<file path="src/rtl/fb_pkg.sv">
// Shared definitions for the framebuffer scan-out block: FSM states,
// RGB565 field positions and default raster geometry.
package fb_pkg;

  // Default active raster size.
  localparam int HSIZE_DEF = 640;
  localparam int VSIZE_DEF = 480;

  // Scan-out FSM states.
  typedef enum logic [1:0] {
    ST_IDLE      = 2'd0,
    ST_VSYNC     = 2'd1,
    ST_WAIT_LINE = 2'd2,
    ST_LINE      = 2'd3
  } fb_state_e;

  // RGB565 field positions inside a BRAM word.
  localparam int RGB_W = 16;
  localparam int R_HI  = 15;
  localparam int R_LO  = 11;
  localparam int G_HI  = 10;
  localparam int G_LO  = 5;
  localparam int B_HI  = 4;
  localparam int B_LO  = 0;

endpackage

</file>
<file path="src/rtl/fb_delay_line.sv">
// Fixed-depth shift register with synchronous active-low clear, used to
// keep DE and the sync strobes aligned with the BRAM read pipeline.
module fb_delay_line #(
  parameter int WIDTH = 1,
  parameter int DEPTH = 1
) (
  input  logic             clk,
  input  logic             reset_n,
  input  logic [WIDTH-1:0] din,
  output logic [WIDTH-1:0] dout
);

  logic [WIDTH-1:0] taps [DEPTH];

  // Shift one stage per clock; reset empties every stage.
  always_ff @(posedge clk) begin
    if (!reset_n) begin
      for (int i = 0; i < DEPTH; i++) taps[i] <= '0;
    end else begin
      taps[0] <= din;
      for (int i = 1; i < DEPTH; i++) taps[i] <= taps[i-1];
    end
  end

  assign dout = taps[DEPTH-1];

endmodule

</file>
<file path="src/rtl/fb_scanout.sv">
// Framebuffer scan-out: turns the incoming video timing into BRAM read
// addresses (with optional vertical flip and horizontal mirror latched per
// frame) and re-times the RGB565 read data against delayed syncs.
module fb_scanout
  import fb_pkg::*;
#(
  parameter int HSIZE  = HSIZE_DEF,
  parameter int VSIZE  = VSIZE_DEF,
  parameter int ADDR_W = 19,
  parameter int RD_LAT = 1
) (
  input  logic              CLK,
  input  logic              RESET_N,
  input  logic              Vsync,
  input  logic              Hsync,
  input  logic              DE,
  input  logic              Reverse_SW,
  input  logic              Mirror_SW,
  output logic              BRAMCLK,
  output logic [ADDR_W-1:0] BRAMADDR,
  input  logic [RGB_W-1:0]  BRAMDATA,
  output logic [4:0]        R,
  output logic [5:0]        G,
  output logic [4:0]        B,
  output logic              DE_out,
  output logic              Hsync_out,
  output logic              Vsync_out,
  output logic              overrun
);

  localparam int COL_W  = (HSIZE > 1) ? $clog2(HSIZE) : 1;
  localparam int LCNT_W = $clog2(VSIZE + 1);

  localparam logic [COL_W-1:0]  COL_MAX   = COL_W'(HSIZE - 1);
  localparam logic [ADDR_W-1:0] LAST_BASE = ADDR_W'((VSIZE - 1) * HSIZE);
  localparam logic [ADDR_W-1:0] HSTEP     = ADDR_W'(HSIZE);
  localparam logic [LCNT_W-1:0] LINES     = LCNT_W'(VSIZE);
  localparam logic [LCNT_W-1:0] LAST_LINE = LCNT_W'(VSIZE - 1);

  if (RD_LAT < 1 || RD_LAT > 3) begin : g_bad_rd_lat
    $error("fb_scanout: RD_LAT must be in 1..3");
  end
  if (longint'(HSIZE) * longint'(VSIZE) > (longint'(1) << ADDR_W)) begin : g_bad_addr_w
    $error("fb_scanout: HSIZE*VSIZE does not fit in ADDR_W");
  end

  logic [1:0]        state;
  logic [COL_W-1:0]  col;
  logic [ADDR_W-1:0] base;
  logic [LCNT_W-1:0] line_cnt;
  logic              vflip;
  logic              mirror;

  logic [COL_W-1:0]  col_first;
  logic [COL_W-1:0]  col_last;
  logic [COL_W-1:0]  col_next;
  logic              de_act;
  logic [2:0]        align_p0;
  logic [2:0]        align_p1;

  assign BRAMCLK = CLK;

  // Column walk: start and end swap under mirror, and the walk sticks at the end.
  assign col_first = mirror ? COL_MAX : '0;
  assign col_last  = mirror ? '0 : COL_MAX;
  assign col_next  = (col == col_last) ? col
                   : (mirror ? col - COL_W'(1) : col + COL_W'(1));

  // Only DE cycles that actually produce a read address travel down the pipe.
  assign de_act = DE && Vsync && (state == ST_WAIT_LINE || state == ST_LINE);

  // Syncs are carried active-high so a cleared stage reads as inactive.
  assign align_p0 = {~Vsync, ~Hsync, de_act};

  // Address generator FSM; Vsync=0 restarts the frame from any state.
  always_ff @(posedge CLK) begin
    if (!RESET_N) begin
      state    <= ST_IDLE;
      col      <= '0;
      base     <= '0;
      line_cnt <= '0;
      vflip    <= 1'b0;
      mirror   <= 1'b0;
      overrun  <= 1'b0;
      BRAMADDR <= '0;
    end else if (!Vsync) begin
      state    <= ST_VSYNC;
      vflip    <= Reverse_SW;
      mirror   <= Mirror_SW;
      line_cnt <= '0;
      overrun  <= 1'b0;
      base     <= Reverse_SW ? LAST_BASE : '0;
    end else begin
      case (state)
        ST_VSYNC: state <= ST_WAIT_LINE;
        ST_WAIT_LINE: begin
          if (DE) begin
            state    <= ST_LINE;
            col      <= col_first;
            BRAMADDR <= base + ADDR_W'(col_first);
            // A line starting after the frame is complete reuses the last base.
            if (line_cnt == LINES) overrun <= 1'b1;
          end
        end
        ST_LINE: begin
          if (DE) begin
            col      <= col_next;
            BRAMADDR <= base + ADDR_W'(col_next);
            if (col == col_last) overrun <= 1'b1;
          end else begin
            state <= ST_WAIT_LINE;
            if (line_cnt != LINES) line_cnt <= line_cnt + LCNT_W'(1);
            // Base stops on the last line so it never leaves the frame.
            if (line_cnt < LAST_LINE) base <= vflip ? base - HSTEP : base + HSTEP;
          end
        end
        default: ;
      endcase
    end
  end

  fb_delay_line #(
    .WIDTH (3),
    .DEPTH (RD_LAT + 1)
  ) u_align (
    .clk     (CLK),
    .reset_n (RESET_N),
    .din     (align_p0),
    .dout    (align_p1)
  );

  // Output stage: register colour with its aligned DE and restore sync polarity.
  always_ff @(posedge CLK) begin
    if (!RESET_N) begin
      DE_out    <= 1'b0;
      Hsync_out <= 1'b1;
      Vsync_out <= 1'b1;
      R         <= '0;
      G         <= '0;
      B         <= '0;
    end else begin
      DE_out    <= align_p1[0];
      Hsync_out <= ~align_p1[1];
      Vsync_out <= ~align_p1[2];
      if (align_p1[0]) begin
        R <= BRAMDATA[R_HI:R_LO];
        G <= BRAMDATA[G_HI:G_LO];
        B <= BRAMDATA[B_HI:B_LO];
      end else begin
        R <= '0;
        G <= '0;
        B <= '0;
      end
    end
  end

endmodule

</file>
<file path="config.mk">
export PLATFORM = sky130hd
export DESIGN_NAME = fb_scanout
export DESIGN_NICKNAME = d
export VERILOG_FILES = /design/src/rtl/fb_pkg.sv /design/src/rtl/fb_delay_line.sv /design/src/rtl/fb_scanout.sv
export SDC_FILE = /design/constraint.sdc
export NUM_CORES = 1
export LEC_CHECK = 0
export ABC_AREA = 1
export CAP_MARGIN = 20
export CORE_MARGIN = 4
export CORE_UTILIZATION = 30
export CTS_BUF_LIST = sky130_fd_sc_hd__clkbuf_4
export DETAILED_ROUTE_END_ITERATION = 10
export HOLD_SLACK_MARGIN = 0.15
export PLACE_DENSITY = 0.56
export SLEW_MARGIN = 10
export SYNTH_ARGS = -nofsm -noshare
export SYNTH_HDL_FRONTEND = slang
export SYNTH_SLANG_ARGS = --single-unit
</file>
<file path="constraint.sdc">
create_clock -name CLK -period 3.76 [get_ports CLK]
set_clock_uncertainty 0.05 [all_clocks]
set_input_delay 0.376 -clock CLK [delete_from_list [all_inputs] [get_ports CLK]]
set_output_delay 0.376 -clock CLK [all_outputs]
set_load 0.01 [all_outputs]
</file>
==> results.md <==
* Chip height at 129.2 um
* Final Max Slew Viols at 0
* Ys flop type: dfxtp_1
* Slowest stage delay, CP at 520 ps
* Worst-case reg-to-reg path depth at 18
* Vias in the first global route at just under 4000
* Row Count at 44
* DRC viols at 0
* Crit-path slowest cell: dfxtp_2
* Commonest non-fill, non-tap cell in the layout: nand2_1
* Flop-to-flop setup slack at 440 ps
* Crit-path max FO at 13
* Die footprint at 0.01669 mm2
* Pwr per Cell Area at 340.1 mW/mm2
* Arrival time worst endpoint at 3710 ps
* Final instance area at 0.005390 mm2
* Gpl congestion at 0.9533
* Final nets at 730
* Mean area per synthesized cell at 7.142 um2
* Routed WL at 10.84 mm
* Cells after synthesis at ~620
* Filler cells at 1512
* Detailed placer's ending HPWL at approximately 8.3 mm
* Ys async rst share at 0%
* Flops & latches, synth at 79
* Max Clk Rate at 0.3010 GHz
* WHS Path Cells at 3
* Final period util at 88.35%
* Worst-margin pin slew at just over 800 ps
* Min Hold Slack at 285.4 ps
* Status: completed
* RSZ-0062 raised after global routing: no
* CTS tree: yes
* GRT Overall Usage at a little over an eighth
* Number of routed nets with antenna violations at 0
* # IOs at 63
* CP Cell Sequence: ha_1 > a21oi_1 > o211ai_1 > nand2_1 > nand2_1 > a21oi_1 > xor2_1 > nand2_1 > nand2_1 > inv_1 > ha_1 > a21oi_1 > inv_1 > nand2_1 > nor2_1 > nand3_1 > xor2_1 > a21oi_1
* Crit path top cell by count: nand2_1
* Largest net degree at the start of global routing at 37
* Initial antenna violation count at 1
* Sequential fraction of the synthesis area at 35.89%
* Most frequent cells in the layout: nand2_1 (115), inv_1 (99), dfxtp_1 (78)
* Setup_tns at 0 ps
* LEAKAGE at 2.411 nW
* Dpl cell area at 0.005170 mm2
* DRT Pass-1 Iters at 5
* Worst Setup Start Kind: register
* Reg2reg start: mirror
* Layout cells sized above 1 at 8.163%
* Worst setup path category: reg2reg
* Setup-failing EPs final at 0
* Area grow syn2layout at 22.32%
* Core area at 0.01448 mm2
* Die X at 129.2 um
* Vias/cell at 4.597
* Worst Hold Class: in2reg
* GRT overflow at 0
* Initial Utilization at a little under a third
* Avg WL per Cell at 12.44 um
* Hold Crit Endpoint: B[3]
* CP Capture Type: register
* Via count at 4004
* Yosys warning total at 0
* Max_cap viols at 0
* Post-synthesis cell area at 0.004407 mm2
* Peak supply drop at 178.6 uV
* Relative slew slack at 46.15%
* Reg clk slew, reported paths at 140 ps
* Latest clock arrival within the worst-skew pair at 550 ps
* Iter 0 DRT Violations at 296
* Number of synthesized flops with an enable pin at 0
* Hold Vio Cnt, Final at 0
* Reg2reg end: BRAMADDR[17]
* Syn_nets at 666
* Port-buffer cells at 62
* Synth unique cells at between 40 and 50
* HP Start: BRAMDATA[3]
* First-pass GRT wire length at 18.27 mm
* Setup repair bufs after CTS at 0
* Final Critical Period at between 3000 and 4000 ps
* Worst endpoint required time at approximately 4200 ps
-- synth_stat cells (4+ instances only) --
cell type / instances / area (um2)
o21a_1: 5 / 37.54
nand2_2: 8 / 50.05
inv_1: 99 / 371.6
xnor2_1: 4 / 35.03
nor2_4: 5 / 56.30
nand2_1: 115 / 431.7
xor2_1: 13 / 113.9
nor3_1: 7 / 35.03
nand3_2: 5 / 50.05
nor2_1: 59 / 221.5
clkbuf_1: 7 / 26.28
a21oi_1: 52 / 260.3
inv_2: 7 / 26.28
o21ai_1: 6 / 30.03
dfxtp_1: 79 / 1582
nand3_1: 39 / 195.2
nand4_1: 10 / 62.56
o21ai_0: 28 / 140.1
ha_1: 24 / 300.3
o21bai_1: 7 / 52.55
-- timing repair --
item | 4_1_cts | 5_1_grt
hold buffers | 0 | 0
endpoints found under the setup margin | 0 | 2
gates resized for setup | 0 | 1
-- logic make-up (layout without fill, tap and decap cells) --
group | after synthesis | in the layout | share of synthesized area, %
buf+inv | 122 | 191 | 11.61
other cells | 1 | 2 | 0.08510
xor+xnor | 17 | 17 | 3.379
fa+ha+maj | 26 | 26 | 7.723
simple gates | 260 | 260 | 27.06
flops | 79 | 79 | 35.89
compound gates | 112 | 112 | 14.25
-- cell type report --
| type | instances | area [um2] | share of cell area [%] |
|---|---|---|---|
| Timing Repair Buffer | 64 | 633.1 | 11.75 |
| Multi-Input combinational cell | 416 | 2313 | 42.92 |
| Clock inverter | 7 | 126.4 | 2.344 |
| Inverter | 107 | 401.6 | 7.451 |
| Tap cell | 184 | 230.2 | 4.271 |
| Clock buffer | 13 | 100.1 | 1.857 |
| Antenna cell | 1 | 2.502 | 0.04643 |
| Sequential cell | 79 | 1583 | 29.36 |
-- report_power, final --
part           total (mW)  switching [mW]  internal, mW
clock               0.744           0.345         0.399
combinational       0.212           0.122        0.0894
sequential          0.878          0.0218         0.856
-- worst max-delay path by stage --
stage                       from      endpoint  depth (start not counted)
after floorplan           mirror  BRAMADDR[15]                         18
after global placement    mirror  BRAMADDR[17]                         18
after detailed placement  mirror  BRAMADDR[17]                         18
after CTS                 mirror  BRAMADDR[17]                         18
after global routing      mirror  BRAMADDR[17]                         18
final                     mirror  BRAMADDR[17]                         18
-- flip-flops by register name, summed over array words and instances (netlist names) --
| signal | cells |
|---|---|
| mirror | 1 |
| R | 5 |
| col | 10 |
| G | 6 |
| u_align.taps | 6 |
| base | 12 |
| Hsync_out | 1 |
| line_cnt | 9 |
| state | 2 |
| BRAMADDR | 18 |
| overrun | 1 |
| vflip | 1 |
| DE_out | 1 |
| B | 5 |
| Vsync_out | 1 |
-- layer usage --
layer	share of wire [%]	wire length (um)	vias up	global-route usage [%]
met3	4.9	526	15	3.133
met5	0	0	-	0
li1	-	-	2112	-
met4	1.8	193	0	4.941
met2	46	5026	73	22.13
met1	47	5089	1804	17.21
-- per-stage QoR --
stage          worst slack [ps]  std cells  util, %  power [mW]
2_1_floorplan             685.8        617        -       1.058
3_3_place_gp              352.9        851    35.71       1.130
3_5_place_dp              309.3        851    35.71       1.134
4_1_cts                   275.3        870    37.20       1.856
5_1_grt                   107.7        870    37.21       1.925
6_report                  437.9        871    37.23       1.833
-- worst max-delay path: cells and delay by family, from the launching register on --
kind                       cells  cell delay (ps)
AOI/OAI and AO/OA              5              960
xor gates and xnor gates       2              310
adders and majority gates      2              680
buffers and inverters          2              140
DFF                            1              520
and+or+nand+nor                7              560
(Power assumes the default switching activity.)
